### config.mk
export PLATFORM = sky130hd
export DESIGN_NAME = button_press_arbiter
export DESIGN_NICKNAME = d
export VERILOG_FILES = /design/src/rtl/simon_pkg.sv /design/src/rtl/press_fifo.sv /design/src/rtl/button_press_arbiter.sv
export SDC_FILE = /design/constraint.sdc
export NUM_CORES = 1
export LEC_CHECK = 0
export BUFFER_PORTS_ARGS = -buffer_cell sky130_fd_sc_hd__buf_2
export CAP_MARGIN = 20
export CORE_MARGIN = 2
export CORE_UTILIZATION = 40
export CTS_CLUSTER_SIZE = 24
export DETAILED_ROUTE_END_ITERATION = 7
export GPL_TIMING_DRIVEN = 0
export PLACE_DENSITY = 0.63
export SYNTH_ARGS = -nofsm -noshare
export SYNTH_HDL_FRONTEND = slang
export SYNTH_SLANG_ARGS = --single-unit
### constraint.sdc
create_clock -name clock_signal -period 6.55 [get_ports clock_signal]
set_input_delay 0.3275 -clock clock_signal [delete_from_list [all_inputs] [get_ports clock_signal]]
set_output_delay 0.3275 -clock clock_signal [all_outputs]
set_load 0.02 [all_outputs]
### src/rtl/simon_pkg.sv
// ============================================================================
// Module      : simon_pkg
// Description : Shared button constants and types for the Simon Says game.
// Revision    : 1.0 - initial release
// ============================================================================
`default_nettype none

package simon_pkg;

    localparam int NUM_BUTTONS = 4;

    typedef logic [$clog2(NUM_BUTTONS)-1:0] button_idx_t;

    typedef enum logic [1:0] {
        BTN_GREEN  = 2'd0,
        BTN_RED    = 2'd1,
        BTN_YELLOW = 2'd2,
        BTN_BLUE   = 2'd3
    } button_e;

endpackage

`default_nettype wire

### src/rtl/press_fifo.sv
// ============================================================================
// Module      : press_fifo
// Description : Small synchronous FIFO with flush, used to queue button presses.
// Revision    : 1.0 - initial release
// ============================================================================
`default_nettype none

module press_fifo
    import simon_pkg::*;
#(
    parameter int DEPTH = 4,
    parameter int WIDTH = $bits(button_idx_t)
) (
    input  logic             clk,
    input  logic             rst_n,
    input  logic             flush,
    input  logic             push,
    input  logic [WIDTH-1:0] push_data,
    input  logic             pop,
    output logic             full,
    output logic             empty,
    output logic [WIDTH-1:0] head
);

    localparam int PTR_W = $clog2(DEPTH);
    localparam int CNT_W = PTR_W + 1;

    logic [WIDTH-1:0] r_mem [DEPTH];
    logic [PTR_W-1:0] r_wr_ptr;
    logic [PTR_W-1:0] r_rd_ptr;
    logic [CNT_W-1:0] r_count;
    logic             w_do_push;
    logic             w_do_pop;

    assign empty = (r_count == '0);
    assign full  = (r_count == CNT_W'(DEPTH));
    assign head  = r_mem[r_rd_ptr];

    // A pop frees the slot the same cycle, so a full FIFO can still accept a push.
    assign w_do_pop  = pop && !empty;
    assign w_do_push = push && (!full || w_do_pop);

    always_ff @(posedge clk or negedge rst_n) begin
        if (!rst_n) begin
            r_wr_ptr <= '0;
            r_rd_ptr <= '0;
            r_count  <= '0;
            for (int i = 0; i < DEPTH; i++) begin
                r_mem[i] <= '0;
            end
        end else if (flush) begin
            r_wr_ptr <= '0;
            r_rd_ptr <= '0;
            r_count  <= '0;
        end else begin
            if (w_do_push) begin
                r_mem[r_wr_ptr] <= push_data;
                r_wr_ptr        <= r_wr_ptr + 1'b1;
            end
            if (w_do_pop) begin
                r_rd_ptr <= r_rd_ptr + 1'b1;
            end
            case ({w_do_push, w_do_pop})
                2'b10:   r_count <= r_count + 1'b1;
                2'b01:   r_count <= r_count - 1'b1;
                default: r_count <= r_count;
            endcase
        end
    end

endmodule

`default_nettype wire

### src/rtl/button_press_arbiter.sv
// ============================================================================
// Module      : button_press_arbiter
// Description : Round-robin arbiter with post-press lockout feeding a press FIFO.
// Revision    : 1.0 - initial release
// ============================================================================
`default_nettype none

module button_press_arbiter #(
    parameter int NUM_BUTTONS    = simon_pkg::NUM_BUTTONS,
    parameter int LOCKOUT_CYCLES = 500000,
    parameter int FIFO_DEPTH     = 4
) (
    input  logic                           clock_signal,
    input  logic                           reset_signal_n,
    input  logic [NUM_BUTTONS-1:0]         press_pulse,
    input  logic                           enable,
    output logic                           press_valid,
    output logic [$clog2(NUM_BUTTONS)-1:0] press_index,
    input  logic                           press_ready,
    output logic                           lockout_active,
    output logic                           overflow,
    input  logic                           clear_overflow
);

    localparam int IDX_W  = $clog2(NUM_BUTTONS);
    localparam int LOCK_W = $clog2(LOCKOUT_CYCLES + 1);
    localparam logic [LOCK_W-1:0] C_LOCK_LOAD = LOCK_W'(LOCKOUT_CYCLES);
    localparam logic [IDX_W-1:0]  C_LAST_IDX  = IDX_W'(NUM_BUTTONS - 1);

    logic [IDX_W-1:0]  r_rr_ptr;
    logic [LOCK_W-1:0] r_lock_cnt;
    logic              r_overflow;
    logic [IDX_W-1:0]  w_winner;
    logic              w_found;
    logic              w_accept;
    logic              w_pop;
    logic              w_ovf_set;
    logic              w_fifo_full;
    logic              w_fifo_empty;

    // Search upward from the round-robin pointer, wrapping modulo NUM_BUTTONS.
    always_comb begin
        w_found  = 1'b0;
        w_winner = '0;
        for (int k = 0; k < NUM_BUTTONS; k++) begin
            int idx;
            idx = (int'(r_rr_ptr) + k) % NUM_BUTTONS;
            if (!w_found && press_pulse[IDX_W'(idx)]) begin
                w_found  = 1'b1;
                w_winner = IDX_W'(idx);
            end
        end
    end

    assign w_accept  = enable && (r_lock_cnt == '0) && w_found;
    assign w_pop     = !w_fifo_empty && press_ready;
    assign w_ovf_set = w_accept && w_fifo_full && !w_pop;

    always_ff @(posedge clock_signal or negedge reset_signal_n) begin
        if (!reset_signal_n) begin
            r_rr_ptr   <= '0;
            r_lock_cnt <= '0;
            r_overflow <= 1'b0;
        end else begin
            if (w_accept) begin
                r_rr_ptr <= (w_winner == C_LAST_IDX) ? '0 : w_winner + 1'b1;
            end

            if (!enable) begin
                r_lock_cnt <= '0;
            end else if (w_accept) begin
                r_lock_cnt <= C_LOCK_LOAD;
            end else if (r_lock_cnt != '0) begin
                r_lock_cnt <= r_lock_cnt - 1'b1;
            end

            if (w_ovf_set) begin
                r_overflow <= 1'b1;
            end else if (clear_overflow) begin
                r_overflow <= 1'b0;
            end
        end
    end

    press_fifo #(
        .DEPTH (FIFO_DEPTH),
        .WIDTH (IDX_W)
    ) u_press_fifo (
        .clk       (clock_signal),
        .rst_n     (reset_signal_n),
        .flush     (!enable),
        .push      (w_accept),
        .push_data (w_winner),
        .pop       (w_pop),
        .full      (w_fifo_full),
        .empty     (w_fifo_empty),
        .head      (press_index)
    );

    assign press_valid    = !w_fifo_empty;
    assign lockout_active = (r_lock_cnt != '0);
    assign overflow       = r_overflow;

endmodule

`default_nettype wire

Yosys cells after proc, flatten, opt, wreduce, memory -nomap -nowiden --
Index checks and enable logic that the tools add are counted.
Storage, ports and cells: register bits after elaboration 37, bits in latches 0, RAM bits 0, ROM bits 0, bits of input ports 9, output and inout port bits 5, word-level logic and storage cells 97, memories kept 0
Operators by class: add/subtract/negate cells 9, $mul 0, divide/modulo/power cells 0, order comparisons 7, equality and inequality tests 8, shift operators 0, mux-type cells 38, bitwise operators 2, reduce and logical (&&, ||, !) cells 23
Operators by type and width (number):
- $mux 19 | 3
- $mux 2 | 12
- $logic_not 19->1 | 1
- $reduce_bool 19->1 | 1
- $sub 19x1->19 const B | 1
- $lt 2x4->1 const B | 4
- $mux 1 | 14
- $logic_and 1x1->1 | 11
- $add 2x1->2 const B | 4
- $bmux 1 s2 | 4
- $bwmux 8 | 1
- $ge 3x3->1 const B | 2
- $logic_not 1->1 | 6
- $ne 3x1->1 const B | 2
- $not 2->3 | 2
- $pmux 3 s2 | 1
- $add 2x2->2 const B | 2
- $bmux 2 s2 | 1
- $demux 2 s2 | 1
- $eq 2x2->1 const B | 2
- $ne 2x1->1 const B | 2
- $add 3x1->3 const B | 1
- $eq 3x3->1 const B | 1
- $logic_not 3->1 | 1
- other kinds (7) | 7

Logic depth before layout (Yosys ltp) --
Gate-level depths: netlist of the first run.
depth in word-level cells 18, depth in mapped cells 9, gate-level depth less buffers 9

Hierarchy --
A second synthesis of the first run with hierarchy kept.
Second synthesis, totals: cells, all modules 216, area, all modules 2173.3 µm²
By module, submodules not included:
- button_press_arbiter | instances 1, cells each 138, area an instance 1252.5 µm², sequential area each 550.5 µm²
- press_fifo | instances 1, cells each 78, area an instance 920.9 µm², sequential area each 375.4 µm²

Worst setup path after synthesis of the first run --
Ideal clock, no wire load.
path kind reg-to-reg, start point register r_lock_cnt[0], end point register u_press_fifo.r_mem[0] (netlist bit), library setup time 0.127 ns, arrival 2.366 ns, required time 6.423 ns, slack 4.057 ns, cell stages (with the launch flop) 8, path buffers 0, period minus slack after synthesis 2.493 ns, cells stage by stage dfrtp_1 > inv_1 > ha_1 > or4b_4 > or3_4 > nor4b_4 > nand2_2 > mux2_1
Between the ends: cells in the longest elaborated chain, start to end 5
RTL lines:
- from (decl) | RTL line button_press_arbiter.sv:31 | logic [LOCK_W-1:0] r_lock_cnt;
- from (signal assigned) | RTL line button_press_arbiter.sv:74 | r_lock_cnt <= r_lock_cnt - 1'b1;
- $logic_not 19->1 | RTL line button_press_arbiter.sv:55 | assign w_accept = enable && (r_lock_cnt == '0) && w_found;
- $logic_and 1x1->1 (2 in a row) | RTL line button_press_arbiter.sv:55
- $logic_and 1x1->1 | RTL line press_fifo.sv:41 | assign w_do_push = push && (!full || w_do_pop);
- $reduce_and 2->1 (no line)
- to (signal, indexed assignment) | RTL line press_fifo.sv:57 | r_mem[r_wr_ptr] <= push_data;
- to (decl) | RTL line press_fifo.sv:28 | logic [WIDTH-1:0] r_mem [DEPTH];
No other way between the ends. A chain may end at the register's enable or synchronous reset.

Worst setup path after layout of the first run --
start point register r_lock_cnt[0], end point output lockout_active
Between the ends: cells in the longest elaborated chain, start to end 1
RTL lines:
- $reduce_bool 19->1 | RTL line button_press_arbiter.sv:101 | assign lockout_active = (r_lock_cnt != '0);
- to (decl) | RTL line button_press_arbiter.sv:20 | output logic lockout_active,
No other way between the ends.

==> results.tsv, run 1 <==
metric	value	unit
Antenna Nets Post-Route	0	
crit path DAT	2780	ps
drt wl/cell	14.7	microns
Seq/Total Area, Yosys	0.435	
clk_skew	8.61	ps
Register-to-Register Path Depth	6	
initial antenna violation count	0	
Crit path buffers/inverters	4	
final std cells w/o fill	308	
Synth Instances	218	
peak supply drop	0.000213	V
Routed met2 length	2.11	mm
Async SR Flop Fraction	1.00	
via count	1740	
Tcrit/Tclk final	0.474	
status	completed	
largest net degree at the start of global routing	38	
port bufs	12	
Post-synth EDFFs	0	
reg2reg start	r_lock_cnt[2]$_DFFE_PN0P_	
first-pass GRT wire length	8.01	mm
GPL Wtd Cong	0.822	
Top Layer Used	met4	
Die X-Extent	77.0	microns
CTS Sinks	37	
clock root cell	clkbuf_8	
Die ar.	0.00593	sq mm
Fill cells	510	
1st-iter DRT viols	91	
syn nets	234	
Top cell by count, worst path	inv_1	
router iterations before antenna repair	4	
final hold violation count	0	
pwr/cell area	468	mW/mm^2
All-Layer GR Usage	0.169	
met3 wire len	227	microns
CP Class	flip-flop to output pin	
Setup violations, final	0	
via/cell ratio	5.65	
nets	253	
r2r setup slk	3830	ps
max cap viols	0	
Sequential Area	926	sq um
Worst setup SP type	flip-flop	
count of pins over their slew limit	0	
clk slew on worst S/H paths	80	ps
core outline area	0.00514	sq mm
ANT cells	0	
Post-CTS Resized	0	
Avg Cell Area, Syn	9.77	sq um
Hold Crit Class	primary input to async pin	
synthesized flop and latch total	37	
Post-synth top flop	dfrtp_1	
hold_buf cts	0	
Remaining DRCs	0	
Peak Freq	0.322	GHz
Min Hold Slack	129	ps
IO Pins	14	
DPL Wire Length	3.14	mm
CTS Buf Count	5	
Slowest cell on crit path	or4b_4	
Die H	77.0	microns
commonest non-fill, non-tap cell in the layout	dfrtp_1	
Cell Chain, Critical Path	inv_1 > ha_1 > or4b_4 > or3_4 > nor2_1 > inv_1 > clkbuf_1 > buf_2	
Setup Fix Bufs, Post-CTS	0	
CTS tree	yes	
ratio of cells with drive above 1 in the final layout	0.143	
commonest cells after routing, fill and taps aside	37 x dfrtp_1, 21 x a21oi_1, 18 x nor2_1, 18 x nand2_1, 14 x buf_2	
Skew-Pair Late Insertion Delay	290	ps
post-route minimum period	3110	ps
Multi-input gate area	0.00113	sq mm
relative slew slack	0.389	
RSZ-0062 raised after global routing	no	
WL met1	2.11	mm
measured slew at the worst slew-check pin	909	ps
Remaining Overflow, GRT	0	
CP max stage delay	490	ps
# placed instances	300	
Crit. End Element	output pin	
CP top delay family	simple AND/OR/NAND/NOR gates	
count of different cell masters after synthesis	50	
setup tns final	0	ps
clk buf depth	2	
largest fanout on the critical path	10	
Cell Area, Synth	0.00213	sq mm
leakage	1.07	nW
Reg-to-Reg End	r_lock_cnt[17]$_DFFE_PN0P_	
Routed WL	4.53	mm
synthesis-to-finish area growth	12.4	%
Initial Util	0.415	
# H-tree levels	2	
YS warnings	0	
Rows	26	
WP data required	6220	ps
vias in the first global route	1652	
-- per-layer routing --
layer	vias to the layer above	GRT usage
met4	0	0.0643
li1	832	-
met5	-	0
met2	47	0.268
met1	852	0.228
met3	9	0.0353
-- worst max-delay path by stage --
stage / startpoint / to / slack, ps / depth (start not counted)
global route: r_lock_cnt[4]$_DFFE_PN0P_ / lockout_active / 3210 / 6
global placement: r_lock_cnt[0]$_DFFE_PN0P_ / lockout_active / 3740 / 8
floorplan: r_lock_cnt[0]$_DFFE_PN0P_ / u_press_fifo.r_mem[0]$_DFFE_PN0P_ / 4060 / 7
CTS: r_lock_cnt[0]$_DFFE_PN0P_ / lockout_active / 3440 / 8
finish: r_lock_cnt[0]$_DFFE_PN0P_ / lockout_active / 3440 / 8
detailed placement: r_lock_cnt[0]$_DFFE_PN0P_ / lockout_active / 3780 / 8
-- cell families after synthesis --
logic type / Yosys count / synth area share
muxes: 17 / 0.0975
DFF: 37 / 0.435
xor gates and xnor gates: 7 / 0.0288
buffers and inverters: 18 / 0.0329
adders and majority gates: 7 / 0.0446
and+or+nand+nor: 80 / 0.208
AOI/OAI and AO/OA: 52 / 0.153
-- per-stage QoR --
| stage | cell area (sq um) | utilization | power, mW | setup slack [ps] |
|---|---|---|---|---|
| 6_report | 2390 | 0.466 | 1.12 | 3440 |
| 5_1_grt | 2390 | 0.466 | 1.22 | 3210 |
| 4_1_cts | 2390 | 0.466 | 1.12 | 3440 |
| 3_5_place_dp | 2280 | 0.443 | 0.911 | 3780 |
| 3_3_place_gp | 2280 | 0.443 | 0.903 | 3740 |
| 2_1_floorplan | 2130 | - | 0.790 | 4060 |
-- sequential cells by signal, indices dropped and copies added, names as in the netlist, named ones only --
name                   flops
r_rr_ptr                   1
u_press_fifo.r_rd_ptr      2
u_press_fifo.r_wr_ptr      2
overflow                   1
u_press_fifo.r_count       3
r_lock_cnt                19
u_press_fifo.r_mem         8
-- cells in the mapped netlist, drive strengths merged, types with 2 or more instances --
cell type   n  area (sq um)
mux4        2          45.0
nand2b      4          25.0
nor2       18          67.6
clkbuf      5          18.8
xnor2       3          26.3
o31ai       2          15.0
or3         4          30.0
mux2       10           113
inv        10          37.5
ha          6          75.1
a31oi       2          12.5
or4         3          22.5
a211oi      5          37.5
nand2      22          92.6
nand3       4          20.0
a21oi      21           105
nor3        9          45.0
xor2        4          35.0
or4b        2          23.8
mux2i       5          50.1
dfrtp      37           926
o41ai       2          17.5
nand4       4          25.0
buf         2          10.0
nor4        4          31.3
nor4b       2          32.5
o21a        2          15.0
o21ai       8          40.0
-- power breakdown --
group / total (mW) / switching (mW) / internal, mW
registers: 0.374 / 0.0720 / 0.302
clock network: 0.207 / 0.0829 / 0.124
logic: 0.539 / 0.313 / 0.226
-- layout make-up --
cell class | count | share of cell area
Tap cell | 70 | 0.0366
Clock inverter | 1 | 0.0125
Buffer | 7 | 0.0120
Clock buffer | 7 | 0.0361
Timing Repair Buffer | 12 | 0.0251
Multi-Input combinational cell | 163 | 0.474
Sequential cell | 37 | 0.387
Inverter | 11 | 0.0172
(Power assumes the default switching activity.)
==> run 2: changes to the inputs <==
Settings changed: PLACE_DENSITY 0.63 to 0.65.
Clock period 6.55 ns to 2.8 ns, I/O delays scaled along.
==> run 2 against run 1 <==
Via count decreased by 0.69%. Hold slack got worse by 97 ps. Routed wire length increased by 0.60%. Cell area increased by 1.2%. Critical endpoint unchanged. Utilization increased by 0.56 points. Count of clock-buffer cells in the layout decreased by 2. Power increased by 140%. Highest routed layer unchanged. Non-clock buffer count increased by 2. Combinational power increased by 140%. Critical path depth unchanged. Sequential cell count unchanged. Sequential share of layout area decreased by 0.46 points.
==> results.tsv, run 2 (same netlist as run 1, synthesis figures left out) <==
metric	value	unit	change
via count	1728		-0.69%
clk buf depth	2		unchanged
status	completed		
Rows	26		unchanged
Setup violations, final	0		unchanged
max reg flops	19		unchanged
Skew-Pair Late Insertion Delay	300	ps	about the same
largest net degree at the start of global routing	38		unchanged
largest fanout on the critical path	10		unchanged
DPL Wire Length	3.23	mm	+3.1%
Hold Crit Class	primary input to flip-flop		
router iterations before antenna repair	4		unchanged
via/cell ratio	5.57		-1.3%
peak supply drop	0.000679	V	+220%
crit path DAT	2630	ps	-150 ps
relative slew slack	0.434		+0.0456
Die X-Extent	77.0	microns	unchanged
count of pins over their slew limit	0		unchanged
first-pass GRT wire length	7.80	mm	-2.7%
Crit. End Element	output pin		
Place WS	71.9	ps	-3710 ps
pwr/cell area	1090	mW/mm^2	+130%
vias in the first global route	1679		+1.6%
clock root cell	clkbuf_8		
post-route minimum period	2770	ps	
commonest cells after routing, fill and taps aside	37 x dfrtp_1, 21 x a21oi_1, 18 x nand2_1		
Routed WL	4.56	mm	+0.60%
Most flops, register	r_lock_cnt		
Antenna Nets Post-Route	0		unchanged
CP top delay family	simple AND/OR/NAND/NOR gates		
synthesis-to-finish area growth	13.7	%	
CTS Sinks	37		unchanged
Remaining Overflow, GRT	0		unchanged
Remaining DRCs	0		unchanged
Peak Freq	0.361	GHz	
CTS Buf Count	5		unchanged
Cell Chain, Critical Path	inv_1 > ha_1 > or4b_4 > or3_4 > nor2_2 > inv_1 > buf_2 > buf_2		
Slowest cell on crit path	or4b_4		
clk_skew	8.08	ps	-0.530 ps
final hold violation count	0		unchanged
1st-iter DRT viols	93		+2.2%
CP Class	flip-flop to output pin		
IO Pins	14		unchanged
setup ws final	32.8	ps	-3410 ps
WP data required	2660	ps	-3560 ps
Crit path buffers/inverters	4		unchanged
drt wl/cell	14.7	microns	about the same
CTS tree	yes		
max cap viols	0		unchanged
nets	255		+0.79%
# H-tree levels	2		unchanged
CP max stage delay	480	ps	about the same
commonest non-fill, non-tap cell in the layout	dfrtp_1		
clk slew on worst S/H paths	80	ps	about the same
core outline area	0.00514	sq mm	unchanged
leakage	1.08	nW	+0.91%
Tcrit/Tclk final	0.988		
measured slew at the worst slew-check pin	849	ps	-60.1 ps
ANT cells	0		unchanged
initial antenna violation count	0		unchanged
Worst setup SP type	flip-flop		
Die H	77.0	microns	unchanged
GPL Wtd Cong	0.806		-1.9%
ratio of cells with drive above 1 in the final layout	0.158		+0.0155
Die ar.	0.00593	sq mm	unchanged
Fill cells	512		+0.39%
Regs by FF count	r_lock_cnt x19, u_press_fifo.r_mem x8, u_press_fifo.r_count x3		
Initial Util	0.415		unchanged
final std cells w/o fill	310		+0.65%
All-Layer GR Usage	0.165		-0.00447
port bufs	12		unchanged
RSZ-0062 raised after global routing	yes		
# placed instances	300		unchanged
## run 2: what timing repair did
action | in CTS | in global routing
pin swaps | 0 | 1
setup buffers | 0 | 1
setup endpoints to repair | 1 | 16
endpoints found under the hold margin | 37 | 0
hold buffers | 1 | 0
gates resized for setup | 2 | 2
## run 2: path summary, 6_finish.rpt
kind                            cells after the start                                 to  slack [ps]                         startpoint
worst max-delay path                                8                     lockout_active          30          r_lock_cnt[0]$_DFFE_PN0P_
min in group asynchronous                           2  u_press_fifo.r_mem[4]$_DFFE_PN0P_         480                     reset_signal_n
worst min-delay path                                2               overflow$_DFFE_PN0P_          30                     clear_overflow
worst max register to register                      7          r_lock_cnt[4]$_DFFE_PN0P_         100          r_lock_cnt[0]$_DFFE_PN0P_
max in group asynchronous                           2         r_lock_cnt[18]$_DFFE_PN0P_        1780                     reset_signal_n
worst min register to register                      1  u_press_fifo.r_mem[1]$_DFFE_PN0P_         500  u_press_fifo.r_mem[1]$_DFFE_PN0P_
## run 2: final cells by class
class	instances	area, sq um	area share
tap	70	87.6	0.0361
buffer	7	30.0	0.0124
timing repair buffer	14	77.6	0.0320
multi-input combinational	163	1150	0.473
clock buffer	5	68.8	0.0284
clock inverter	3	46.3	0.0191
inverter	11	41.3	0.0170
sequential	37	926	0.382
## run 2: metal layers
layer | wire length [microns] | vias up | share of wire | GRT usage
met5 | 0 | - | 0 | 0
met4 | 85 | 0 | 0.019 | 0.0768
met3 | 195 | 10 | 0.043 | 0.0376
met2 | 2210 | 39 | 0.49 | 0.266
met1 | 2060 | 836 | 0.45 | 0.210
li1 | - | 843 | - | -
## run 2: metrics by stage
step | util | setup TNS (ps) | total power [mW] | hold slack, ps | cell area (sq um)
floorplan | - | 0 | 1.85 | -156 | 2130
global placement | 0.443 | 0 | 2.11 | 298 | 2280
detailed placement | 0.443 | 0 | 2.13 | 295 | 2280
CTS | 0.468 | 0 | 2.63 | 24.1 | 2410
global route | 0.472 | -194 | 2.87 | 20.4 | 2420
finish | 0.472 | 0 | 2.64 | 32.2 | 2420
## run 2: report_power, final
part	internal, mW	switching [mW]
Combinational	0.547	0.731
Sequential	0.706	0.181
Clock	0.267	0.207
Total	1.52	1.12
## run 2: worst register-to-register path, cell delays in order (launching register included)
cell	delay, ps
dfrtp_1	420
inv_1	100
ha_1	150
or4b_4	480
or3_4	380
nor3_1	690
a21oi_1	90
a211oi_1	290
==> run 3: changes to the inputs <==
Settings changed: RECOVER_POWER from default to 50.
==> run 3 against run 2 <==
The flow now finishes with violations (capacitance limit, slew limit). Fmax did not move. Die area did not move. Count of clock-buffer cells in the layout did not move. Utilization barely moved. Cell area fell by 0.10%. Register-to-register slack barely moved. Sequential power barely moved. Sequential cell count did not move. First-iteration DRC count did not move. Clock power barely moved. Clock skew did not move. Highest routed layer unchanged.
==> results.tsv, run 3 (same netlist as run 1, synthesis figures left out) <==
metric	value	unit	change
Remaining Overflow, GRT	0		unchanged
synthesis-to-finish area growth	13.6	%	
clk buf depth	2		unchanged
Setup violations, final	0		unchanged
DPL Wire Length	3.23	mm	unchanged
Worst setup SP type	flip-flop		
crit path DAT	2630	ps	about the same
Initial Util	0.415		unchanged
Multi-input gate area	0.00115	sq mm	unchanged
WP data required	2660	ps	about the same
Tot Pwr	2.64	mW	about the same
final hold violation count	0		unchanged
Routed WL	4.56	mm	about the same
Sequential Area	926	sq um	unchanged
ratio of cells with drive above 1 in the final layout	0.150		-0.00833
commonest non-fill, non-tap cell in the layout	dfrtp_1		
clk slew on worst S/H paths	80	ps	about the same
ANT cells	0		unchanged
CTS tree	yes		
largest fanout on the critical path	10		unchanged
port bufs	12		unchanged
max reg flops	19		unchanged
status	finished with violations		
nets	255		unchanged
Regs by FF count	r_lock_cnt x19, u_press_fifo.r_mem x8, u_press_fifo.r_count x3		
measured slew at the worst slew-check pin	2040	ps	+1190 ps
commonest cells after routing, fill and taps aside	37 x dfrtp_1, 21 x a21oi_1, 18 x nand2_1		
design area	0.00242	sq mm	-0.10%
Rows	26		unchanged
Peak Freq	0.361	GHz	unchanged
clk_skew	8.08	ps	unchanged
router iterations before antenna repair	4		unchanged
vias in the first global route	1679		unchanged
core outline area	0.00514	sq mm	unchanged
Place WS	71.9	ps	unchanged
# H-tree levels	2		unchanged
# placed instances	300		unchanged
post-route minimum period	2770	ps	unchanged
failing checks	capacitance limit, slew limit		
1st-iter DRT viols	93		unchanged
post-layout util	0.471		-0.000487
setup tns final	0	ps	unchanged
All-Layer GR Usage	0.165		unchanged
Die H	77.0	microns	unchanged
peak supply drop	0.000679	V	about the same
Die ar.	0.00593	sq mm	unchanged
Fill cells	511		-0.20%
IO Pins	14		unchanged
relative slew slack	-0.361		-0.796
drt wl/cell	14.7	microns	about the same
Remaining DRCs	0		unchanged
CTS Sinks	37		unchanged
RSZ-0062 raised after global routing	yes		
setup ws final	32.8	ps	unchanged
first-pass GRT wire length	7.80	mm	unchanged
leakage	1.07	nW	-0.67%
Most flops, register	r_lock_cnt		
placed cell areas	0.00228	sq mm	unchanged
CP Class	flip-flop to output pin		
Hold Crit Class	primary input to flip-flop		
Crit. End Element	output pin		
pwr/cell area	1090	mW/mm^2	about the same
CTS Buf Count	5		unchanged
Skew-Pair Late Insertion Delay	300	ps	about the same
initial antenna violation count	0		unchanged
count of pins over their slew limit	38		+38
via count	1728		unchanged
via/cell ratio	5.57		unchanged
Die X-Extent	77.0	microns	unchanged
final std cells w/o fill	310		unchanged
largest net degree at the start of global routing	38		unchanged
GPL Wtd Cong	0.806		unchanged
Tcrit/Tclk final	0.988		unchanged
Min Hold Slack	32.6	ps	+0.406 ps
clock root cell	clkbuf_8		
Antenna Nets Post-Route	0		unchanged
max cap viols	1		+1
-- run 3: changes by cell type in the layout (fill, tap and decap cells not counted), sizes merged --
cell,previous run,this run
buf,16,14
clkbuf,9,11
-- run 3: timing repair --
item / 4_1_cts / 5_1_grt
gates resized for setup: 2 / 2
pin swaps: 0 / 1
endpoints found under the setup margin: 1 / 16
endpoints found under the hold margin: 37 / 0
hold buffers: 1 / 0
setup buffers: 0 / 1
-- run 3: worst paths after layout --
check / endpoint / start / slack [ps] / cells after the start
worst min register to register: u_press_fifo.r_mem[1]$_DFFE_PN0P_ / u_press_fifo.r_mem[1]$_DFFE_PN0P_ / 500 / 1
max in group asynchronous: r_lock_cnt[18]$_DFFE_PN0P_ / reset_signal_n / 670 / 2
worst max-delay path: lockout_active / r_lock_cnt[0]$_DFFE_PN0P_ / 30 / 8
min in group asynchronous: u_press_fifo.r_mem[4]$_DFFE_PN0P_ / reset_signal_n / 960 / 2
worst max register to register: r_lock_cnt[4]$_DFFE_PN0P_ / r_lock_cnt[0]$_DFFE_PN0P_ / 100 / 7
worst min-delay path: overflow$_DFFE_PN0P_ / clear_overflow / 30 / 2
-- run 3: worst max-delay path, stage by stage (launching register included) --
cell and delay (ps):
dfrtp_1 420, inv_1 100, ha_1 150, or4b_4 480, or3_4 370, nor2_2 220
inv_1 180, buf_2 230, buf_2 180
-- run 3: layout make-up --
type / instances / area share
inverters: 11 / 0.0171
flip-flops and latches: 37 / 0.382
plain buffers: 7 / 0.0124
clock buffers: 5 / 0.0284
multi-input cells: 163 / 0.473
repair buffers: 14 / 0.0310
clock inverters: 3 / 0.0191
well taps: 70 / 0.0362
-- run 3: report_power, final --
group	switching (mW)	leakage (nW)	total (mW)	internal (mW)
clock	0.207	0.0543	0.474	0.267
sequential	0.181	0.499	0.887	0.706
combinational	0.731	0.516	1.28	0.547
total	1.12	1.07	2.64	1.52
-- run 3: routing by layer --
layer / routed length [microns] / GRT usage
met3: 200 / 0.0376
met2: 2210 / 0.266
met4: 85 / 0.0768
met5: 0 / 0
met1: 2060 / 0.210
